[src/rtl/traffic_gen_multi.sv]
// traffic_gen_multi: wormhole packet source for one router input port.
// Ports: clk, reset_n; i_start/i_mode/i_dest/i_src_addr/i_pkt_len/i_num_pkts
// config; i_on_off credit; o_flit/o_transmit out; o_busy/o_done/o_pkt_count.
module traffic_gen_multi #(
    parameter int FLIT_W = 32,
    parameter int DEST_W = 4,
    parameter int NUM_DEST = 16,
    parameter int LEN_W = 4,
    parameter int CNT_W = 16,
    parameter int GAP_CYCLES = 2,
    parameter logic [15:0] SEED = 16'hACE1
) (
    input  logic              clk,
    input  logic              reset_n,
    input  logic              i_start,
    input  logic [1:0]        i_mode,
    input  logic [DEST_W-1:0] i_dest,
    input  logic [DEST_W-1:0] i_src_addr,
    input  logic [LEN_W-1:0]  i_pkt_len,
    input  logic [CNT_W-1:0]  i_num_pkts,
    input  logic              i_on_off,
    output logic [FLIT_W-1:0] o_flit,
    output logic              o_transmit,
    output logic              o_busy,
    output logic              o_done,
    output logic [CNT_W-1:0]  o_pkt_count
);

    localparam int GAP_W = (GAP_CYCLES > 1) ? $clog2(GAP_CYCLES) : 1;
    localparam logic [GAP_W-1:0] GAP_LAST =
        GAP_W'((GAP_CYCLES > 0) ? GAP_CYCLES - 1 : 0);
    localparam logic [DEST_W-1:0] DEST_MAX = DEST_W'(NUM_DEST - 1);

    localparam logic [1:0] T_BODY   = 2'b00;
    localparam logic [1:0] T_HEAD   = 2'b01;
    localparam logic [1:0] T_TAIL   = 2'b10;
    localparam logic [1:0] T_SINGLE = 2'b11;

    typedef enum logic [2:0] {
        S_IDLE,
        S_LOAD,
        S_SEND,
        S_GAP,
        S_DONE
    } state_t;

    state_t            state_q, state_d;
    logic [FLIT_W-1:0] flit_q, flit_d;
    logic              tx_q, tx_d;
    logic [CNT_W-1:0]  cnt_q, cnt_d;
    logic [LEN_W-1:0]  beat_q, beat_d;
    logic [LEN_W-1:0]  len_q, len_d;
    logic [GAP_W-1:0]  gap_q, gap_d;
    logic [15:0]       lfsr_q, lfsr_d;
    logic [DEST_W-1:0] ptr_q, ptr_d;
    logic [DEST_W-1:0] dest_q, dest_d;
    logic [DEST_W-1:0] src_q, src_d;
    logic [CNT_W-1:0]  num_q, num_d;

    logic [15:0]       lfsr_nxt;
    logic [DEST_W-1:0] rr_cand;
    logic [CNT_W-1:0]  cnt_sat;
    logic              last_beat;
    logic [FLIT_W-1:0] cur_flit;

    // Fibonacci taps 16,14,13,11.
    assign lfsr_nxt = {lfsr_q[14:0],
                       lfsr_q[15] ^ lfsr_q[13] ^ lfsr_q[12] ^ lfsr_q[10]};

    function automatic logic [DEST_W-1:0] ptr_inc(
        input logic [DEST_W-1:0] p
    );
        return (p >= DEST_MAX) ? '0 : p + 1'b1;
    endfunction

    function automatic state_t after_pkt(
        input logic [CNT_W-1:0] cnt,
        input logic [CNT_W-1:0] num,
        input logic             start
    );
        if ((num != '0) && (cnt >= num))
            return S_DONE;
        else if (start)
            return S_LOAD;
        else
            return S_IDLE;
    endfunction

    // Never hand out our own address as a round-robin destination.
    assign rr_cand = (ptr_q == i_src_addr) ? ptr_inc(ptr_q) : ptr_q;

    assign cnt_sat = (&cnt_q) ? cnt_q : cnt_q + 1'b1;
    assign last_beat = (beat_q == len_q - 1'b1);

    always_comb begin
        cur_flit = '0;
        if (beat_q == '0) begin
            cur_flit[FLIT_W-1 -: 2] = (len_q == LEN_W'(1)) ? T_SINGLE : T_HEAD;
            cur_flit[FLIT_W-3 -: DEST_W] = dest_q;
            cur_flit[FLIT_W-3-DEST_W -: DEST_W] = src_q;
            cur_flit[FLIT_W-3-2*DEST_W -: 8] = cnt_q[7:0];
        end else begin
            cur_flit[FLIT_W-1 -: 2] = last_beat ? T_TAIL : T_BODY;
            cur_flit[FLIT_W-3:0] = (FLIT_W-2)'(lfsr_q);
        end
    end

    always_comb begin
        state_d = state_q;
        flit_d  = flit_q;
        tx_d    = 1'b0;
        cnt_d   = cnt_q;
        beat_d  = beat_q;
        len_d   = len_q;
        gap_d   = gap_q;
        lfsr_d  = lfsr_q;
        ptr_d   = ptr_q;
        dest_d  = dest_q;
        src_d   = src_q;
        num_d   = num_q;
        unique case (state_q)
            S_IDLE: begin
                if (i_start)
                    state_d = S_LOAD;
            end
            S_LOAD: begin
                len_d  = (i_pkt_len == '0) ? LEN_W'(1) : i_pkt_len;
                src_d  = i_src_addr;
                num_d  = i_num_pkts;
                beat_d = '0;
                unique case (i_mode)
                    2'd1: begin
                        dest_d = DEST_W'(32'(lfsr_q) % NUM_DEST);
                        lfsr_d = lfsr_nxt;
                    end
                    2'd2: begin
                        dest_d = rr_cand;
                        ptr_d  = ptr_inc(rr_cand);
                    end
                    default: dest_d = i_dest;
                endcase
                state_d = S_SEND;
            end
            S_SEND: begin
                if (i_on_off) begin
                    tx_d   = 1'b1;
                    flit_d = cur_flit;
                    if (beat_q != '0)
                        lfsr_d = lfsr_nxt;
                    if (last_beat) begin
                        cnt_d  = cnt_sat;
                        beat_d = '0;
                        gap_d  = '0;
                        if (GAP_CYCLES == 0)
                            state_d = after_pkt(cnt_sat, num_q, i_start);
                        else
                            state_d = S_GAP;
                    end else begin
                        beat_d = beat_q + 1'b1;
                    end
                end
            end
            S_GAP: begin
                if (gap_q == GAP_LAST)
                    state_d = after_pkt(cnt_q, num_q, i_start);
                else
                    gap_d = gap_q + 1'b1;
            end
            S_DONE: begin
                if (!i_start) begin
                    state_d = S_IDLE;
                    cnt_d   = '0;
                end
            end
            default: state_d = S_IDLE;
        endcase
    end

    always_ff @(posedge clk or negedge reset_n) begin
        if (!reset_n) begin
            state_q <= S_IDLE;
            flit_q  <= '0;
            tx_q    <= 1'b0;
            cnt_q   <= '0;
            beat_q  <= '0;
            len_q   <= LEN_W'(1);
            gap_q   <= '0;
            lfsr_q  <= SEED;
            ptr_q   <= '0;
            dest_q  <= '0;
            src_q   <= '0;
            num_q   <= '0;
        end else begin
            state_q <= state_d;
            flit_q  <= flit_d;
            tx_q    <= tx_d;
            cnt_q   <= cnt_d;
            beat_q  <= beat_d;
            len_q   <= len_d;
            gap_q   <= gap_d;
            lfsr_q  <= lfsr_d;
            ptr_q   <= ptr_d;
            dest_q  <= dest_d;
            src_q   <= src_d;
            num_q   <= num_d;
        end
    end

    assign o_flit      = flit_q;
    assign o_transmit  = tx_q;
    assign o_pkt_count = cnt_q;
    assign o_busy      = (state_q != S_IDLE) && (state_q != S_DONE);
    assign o_done      = (state_q == S_DONE);

endmodule
[config.mk]
export PLATFORM = sky130hd
export DESIGN_NAME = traffic_gen_multi
export DESIGN_NICKNAME = d
export VERILOG_FILES = /design/src/rtl/traffic_gen_multi.sv
export SDC_FILE = /design/constraint.sdc
export NUM_CORES = 1
export LEC_CHECK = 0
export ABC_CLOCK_PERIOD_IN_PS = 3300
export CORE_ASPECT_RATIO = 0.6
export CORE_MARGIN = 2
export CORE_UTILIZATION = 54
export CTS_CLUSTER_DIAMETER = 30
export DETAILED_ROUTE_END_ITERATION = 10
export HOLD_SLACK_MARGIN = 0.1
export PLACE_DENSITY_LB_ADDON = 0.15
export SYNTH_ARGS = -nofsm -noshare
export SYNTH_HDL_FRONTEND = slang
export SYNTH_SLANG_ARGS = --single-unit
[constraint.sdc]
create_clock -name clk -period 3.3 [get_ports clk]
set_input_delay 0.495 -clock clk [delete_from_list [all_inputs] [get_ports clk]]
set_output_delay 0.495 -clock clk [all_outputs]
set_load 0.005 [all_outputs]
# After elaboration in Yosys (flattened, before gate mapping)

Index checks and enable logic that the tools add are counted.

Bitwise logic cells: 3
Multiplexer cells: 35
Reduce and logical (&&, ||, !) cells: 19
Add/sub/neg operators: 6
Equal/unequal tests: 18
Magnitude comparators: 3

Operators by type and width:

| cell                                                                   | count |
|---|---|
| 16-bit two-way mux                                                     | 7 |
| 16-bit case mux with 2 select lines                                    | 2 |
| 4-bit two-way mux                                                      | 6 |
| 18-bit two-way mux                                                     | 1 |
| 3-bit two-way mux                                                      | 6 |
| 16-bit by 1-bit adder with 16-bit output (second input constant)       | 1 |
| 16-bit greater-or-equal comparator                                     | 1 |
| 2-bit != test (second input constant)                                  | 8 |
| 4-bit case mux with 2 select lines                                     | 2 |
| 16-bit AND reduction                                                   | 1 |
| 16-bit nonzero test                                                    | 1 |
| 3-bit case mux with 5 select lines                                     | 1 |
| 14-bit two-way mux                                                     | 1 |
| 4-bit by 1-bit adder with 4-bit output (second input constant)         | 3 |
| 5-bit AND reduction                                                    | 2 |
| 4-bit equality test                                                    | 2 |
| 4-bit greater-or-equal comparator (second input constant)              | 2 |
| 4-bit zero test                                                        | 2 |
| 3-bit by 2-bit equality test with 1-bit output (second input constant) | 2 |
| 1-bit two-way mux                                                      | 6 |
| 2-bit AND reduction                                                    | 3 |
| 2-bit nonzero test                                                     | 3 |
| 4-bit by 1-bit equality test with 1-bit output (second input constant) | 1 |
| 2-bit two-way mux                                                      | 2 |
| 15 further kinds                                                       | 18 |

Word-level logic and storage cells: 96
Flip-flop bits (word level): 105
Output and inout bits: 51
Input port bits: 34

# Logic depth before layout (Yosys ltp)

Depth after elaboration: 6
Gate-level depth with buffers: 9
Gate-level depth less buffers: 8

# Least setup slack after synthesis

OpenSTA, ideal clock, no wires.

Path kind: register -> register
Start point: register len_q[0]
End point: register cnt_q[13], in the netlist o_pkt_count[13]
Data required time: 3.234 ns
Stages on the path, launching flop included: 10
Arrival: 2.464 ns
Setup slack: 0.770 ns
Path buffers: 1
Clock period less this slack: 2.530 ns
Setup time: 0.066 ns
Path through: dfstp_2 inv_1 ha_1 xor3_1 nor3_4 nand3_4 or2_4 buf_6 or4_1 nand2_1

Longest elaborated chain between the ends: 4

Ends and longest elaborated chain:

| element                                     | RTL line | text |
|---|---|---|
| from (decl)                                 | 52       | `logic [LEN_W-1:0] len_q, len_d;` |
| from (signal assigned)                      | 199      | `len_q <= len_d;` |
| 4-bit by 1-bit subtractor with 4-bit output | 93       | `assign last_beat = (beat_q == len_q - 1'b1);` |
| 4-bit equality test                         | 93       |  |
| 2-bit != test (no line)                     | --       |  |
| 5-bit AND reduction (no line)               | --       |  |
| to (signal assigned)                        | 197      | `cnt_q <= cnt_d;` |
| to (decl)                                   | 50       | `logic [CNT_W-1:0] cnt_q, cnt_d;` |

Every way passes these cells.
A chain may end at the register's enable or synchronous reset.

# Worst setup path in the final report

Start point: register len_q[0]
End point: register cnt_q[9], in the netlist o_pkt_count[9]

The elaborated chain is that of the path after synthesis.

==> impl_metrics.yaml <==
status:
  status: "completed"
worst_setup_path:
  end_kind: "flip-flop"
  crit_slowest_cell: "dfstp_2"
  crit_required_ns: 3.58
  cp_cell_sequence: "inv_1 -> ha_1 -> xor3_1 -> nor3_4 -> nand3_4 -> or2_4 -> or4_1 -> nand2_1"
  path_delay_family: "simple AND/OR/NAND/NOR gates"
  critPathKind: "reg2reg"
  slowest_delay_ns: 0.57
  path_buf_inv: 1
  r2r_setup_slack_ns: 0.66
  critPathMaxFanout: 13
  cp_num_cells: 8
  reg2reg_depth: 8
  start_kind: "flip-flop"
  crit_arrival_ns: 2.92
power:
  p_seq_share_pct: 40.8
  internal_power_mw: 2.89
  combPwrFrac_pct: 36.2
  total_power_mw: 4.61
  p_clk_share_pct: 23.0
  power_density_nw_per_um2: 704
  p_sw_mw: 1.72
  peakVddDrop_uv: 452
  leakage_nw: 3.02
  switching_share_pct: 37.2
timing:
  whs_ns: 0.195
  fmax_mhz: 379
  worst_pin_slew_ns: 0.797
  finalHoldViolCount: 0
  period_minus_slack_ns: 2.64
  fin_worst_skew_ns: 0.00948
  finalSetupViolations: 0
  slew_violations: 0
  setup_tns_ns: 0
  rsz0062_at_grt: "no"
  maxSlewHeadroom_pct: 46.9
  min_period_over_period_pct: 79.9
logic_synthesis:
  synth-seq-cells: 105
  synth_compound_area_share_pct: 9.19
  synth.avg_cell_area_um2: 9.70
  synth_edf_count: 0
  synth_async_sr_flop_share_pct: 100
  yosysWarnings: 0
  ys_types: 50
  ys.flop_type: "dfrtp_1"
  yosysSeqAreaShare_pct: 49.9
  synth-xor-area-share_pct: 3.77
  synth_fp_nets: 604
  synth.area.mux_share_pct: 6.11
  synthAdderAreaFrac_pct: 5.92
  synthSimpleGateAreaFrac_pct: 20.9
  synth_top_family_by_area: "simple AND/OR/NAND/NOR gates"
  syn_area_um2: 5280
  syn_inst: 545
flow_run:
  drv_cap: 0
routing:
  drt_iter0_markers: 412
  remaining_drc_errors: 0
  routed_wl_um: 12700
  detail-route-antenna-nets: 0
  wire_per_inst_um: 16.9
  drt_first_pass_iters: 5
  vias_per_cell: 5.72
  vias: 4319
place:
  dp_cells: 739
  routabilityCongestion: 0.859
  hpwlAfterDp_um: 9040
  io_buffers: 84
cts:
  hold_buffers: 0
  clk_pin_slew_worst_paths_ns: 0.07
  post_cts_buffers: 0
  cts_buffers: 9
  post_cts_resized: 0
  root_buffer: "clkbuf_16"
  cts.sinks: 105
  clock_latency_ns: 0.35
  clk_path_buf_depth: 2
  htreeDepth: 3
  tritoncts: "built"
finish:
  mostFrequentLayoutCells: "111 x nand2_1, 96 x dfrtp_1, 83 x clkdlybuf4s50_1"
  final_common_cell: "nand2_1"
  seq_area_um2: 2640
  fin_cells: 755
  multi_input_area_um2: 2430
  drive_above_1_share_pct: 10.4
  syn_to_final_growth_pct: 23.8
  final_nets: 679
  num_antenna_cells: 0
  fill_cells: 723
global_route:
  grt_remaining_overflow: 0
  use_met1_pct: 38.3
  grt_pass1_vias: 4123
  grt_busiest_layer: "met1"
  grtUsageMet3_pct: 5.81
  antenna_found_initial: 0
  grt_max_degree: 106
  grt_first_pass_wirelength_um: 21200
  grt.total_usage_pct: 25.6
  globalRouteMet2Util_pct: 37.6
floorplanning:
  ios: 85
  die_h_um: 80.6
  rows: 27
  start_util_pct: 56.7
  dieArea_um2: 10600
  die_w_um: 132
  core_region_area_um2: 9320
hold_path:
  hold_path.class: "in2async"
[cell families (layout without fill, tap and decap cells)]
logic type                 count (synthesis)  after routing
xor gates and xnor gates                  21             21
adders and majority gates                 25             25
muxes                                     29             29
and+or+nand+nor                          230            230
AOI/OAI and AO/OA                         79             79
DFF                                      105            105
buffers and inverters                     56            136
[worst paths after layout]
check / end / startpoint
worst max-delay path: o_pkt_count[9] / len_q[0]
worst min-delay path: num_q[1] / reset_n
worst max register to register: o_pkt_count[9] / len_q[0]
worst min register to register: o_flit[8] / o_flit[8]
max in group asynchronous: lfsr_q[7] / reset_n
min in group clk: o_flit[8] / o_flit[8]
[layout make-up]
cell class / instances / area share, %
clock inverter: 4 / 0.536
sequential: 105 / 40.3
tap: 130 / 2.49
timing repair buffer: 90 / 13.7
inverter: 30 / 1.72
multi-input combinational: 384 / 37.1
clock buffer: 12 / 4.07
[layer usage]
metal / part of all wire (%) / routed length, µm / up-vias
met5: 0 / 0 / -
met4: 1.0 / 129 / 0
met3: 6.5 / 827 / 13
met2: 43 / 5470 / 136
met1: 50 / 6320 / 2135
li1: - / - / 2035
[registers in the layout, indices dropped and copies added (netlist names)]
register,flops
beat_q,4
dest_q,4
gap_q,1
len_q,4
lfsr_q,16
num_q,16
o_flit,32
o_pkt_count,16
o_transmit,1
ptr_q,4
src_q,4
state_q,3
[cells in the mapped netlist (all sizes together) (8+ instances only)]
| cell | instances | area [µm²] |
|---|---|---|
| ha | 25 | 313 |
| xnor2 | 12 | 105 |
| a21oi | 12 | 60.1 |
| dfstp | 9 | 236 |
| nand4 | 9 | 56.3 |
| nand3 | 39 | 208 |
| clkbuf | 19 | 71.3 |
| dfrtp | 96 | 2400 |
| mux2 | 26 | 293 |
| nor2 | 23 | 86.3 |
| nor3 | 9 | 56.3 |
| nand2 | 111 | 417 |
| xor2 | 8 | 70.1 |
| o21ai | 34 | 170 |
| inv | 30 | 113 |
[per-stage QoR]
step	utilization [%]	cell area [µm²]	setup slack [ns]
detailed placement	66.9	6240	0.467
finish	70.2	6540	0.664
global placement	66.9	6240	0.591
global route	70.2	6540	0.475
CTS	70.2	6540	0.666
floorplan	-	5280	0.770
[power groups by stage]
stage                     registers (mW)  clock network (mW)  logic, mW
final                               1.88                1.06       1.67
after floorplan                     1.78                   0       1.16
after detailed placement            1.89                   0       1.65
after global placement              1.87                   0       1.58
after global routing                1.92                1.14       1.84
after CTS                           1.87                1.08       1.67
No activity file was read; power rests on OpenSTA's default activity.
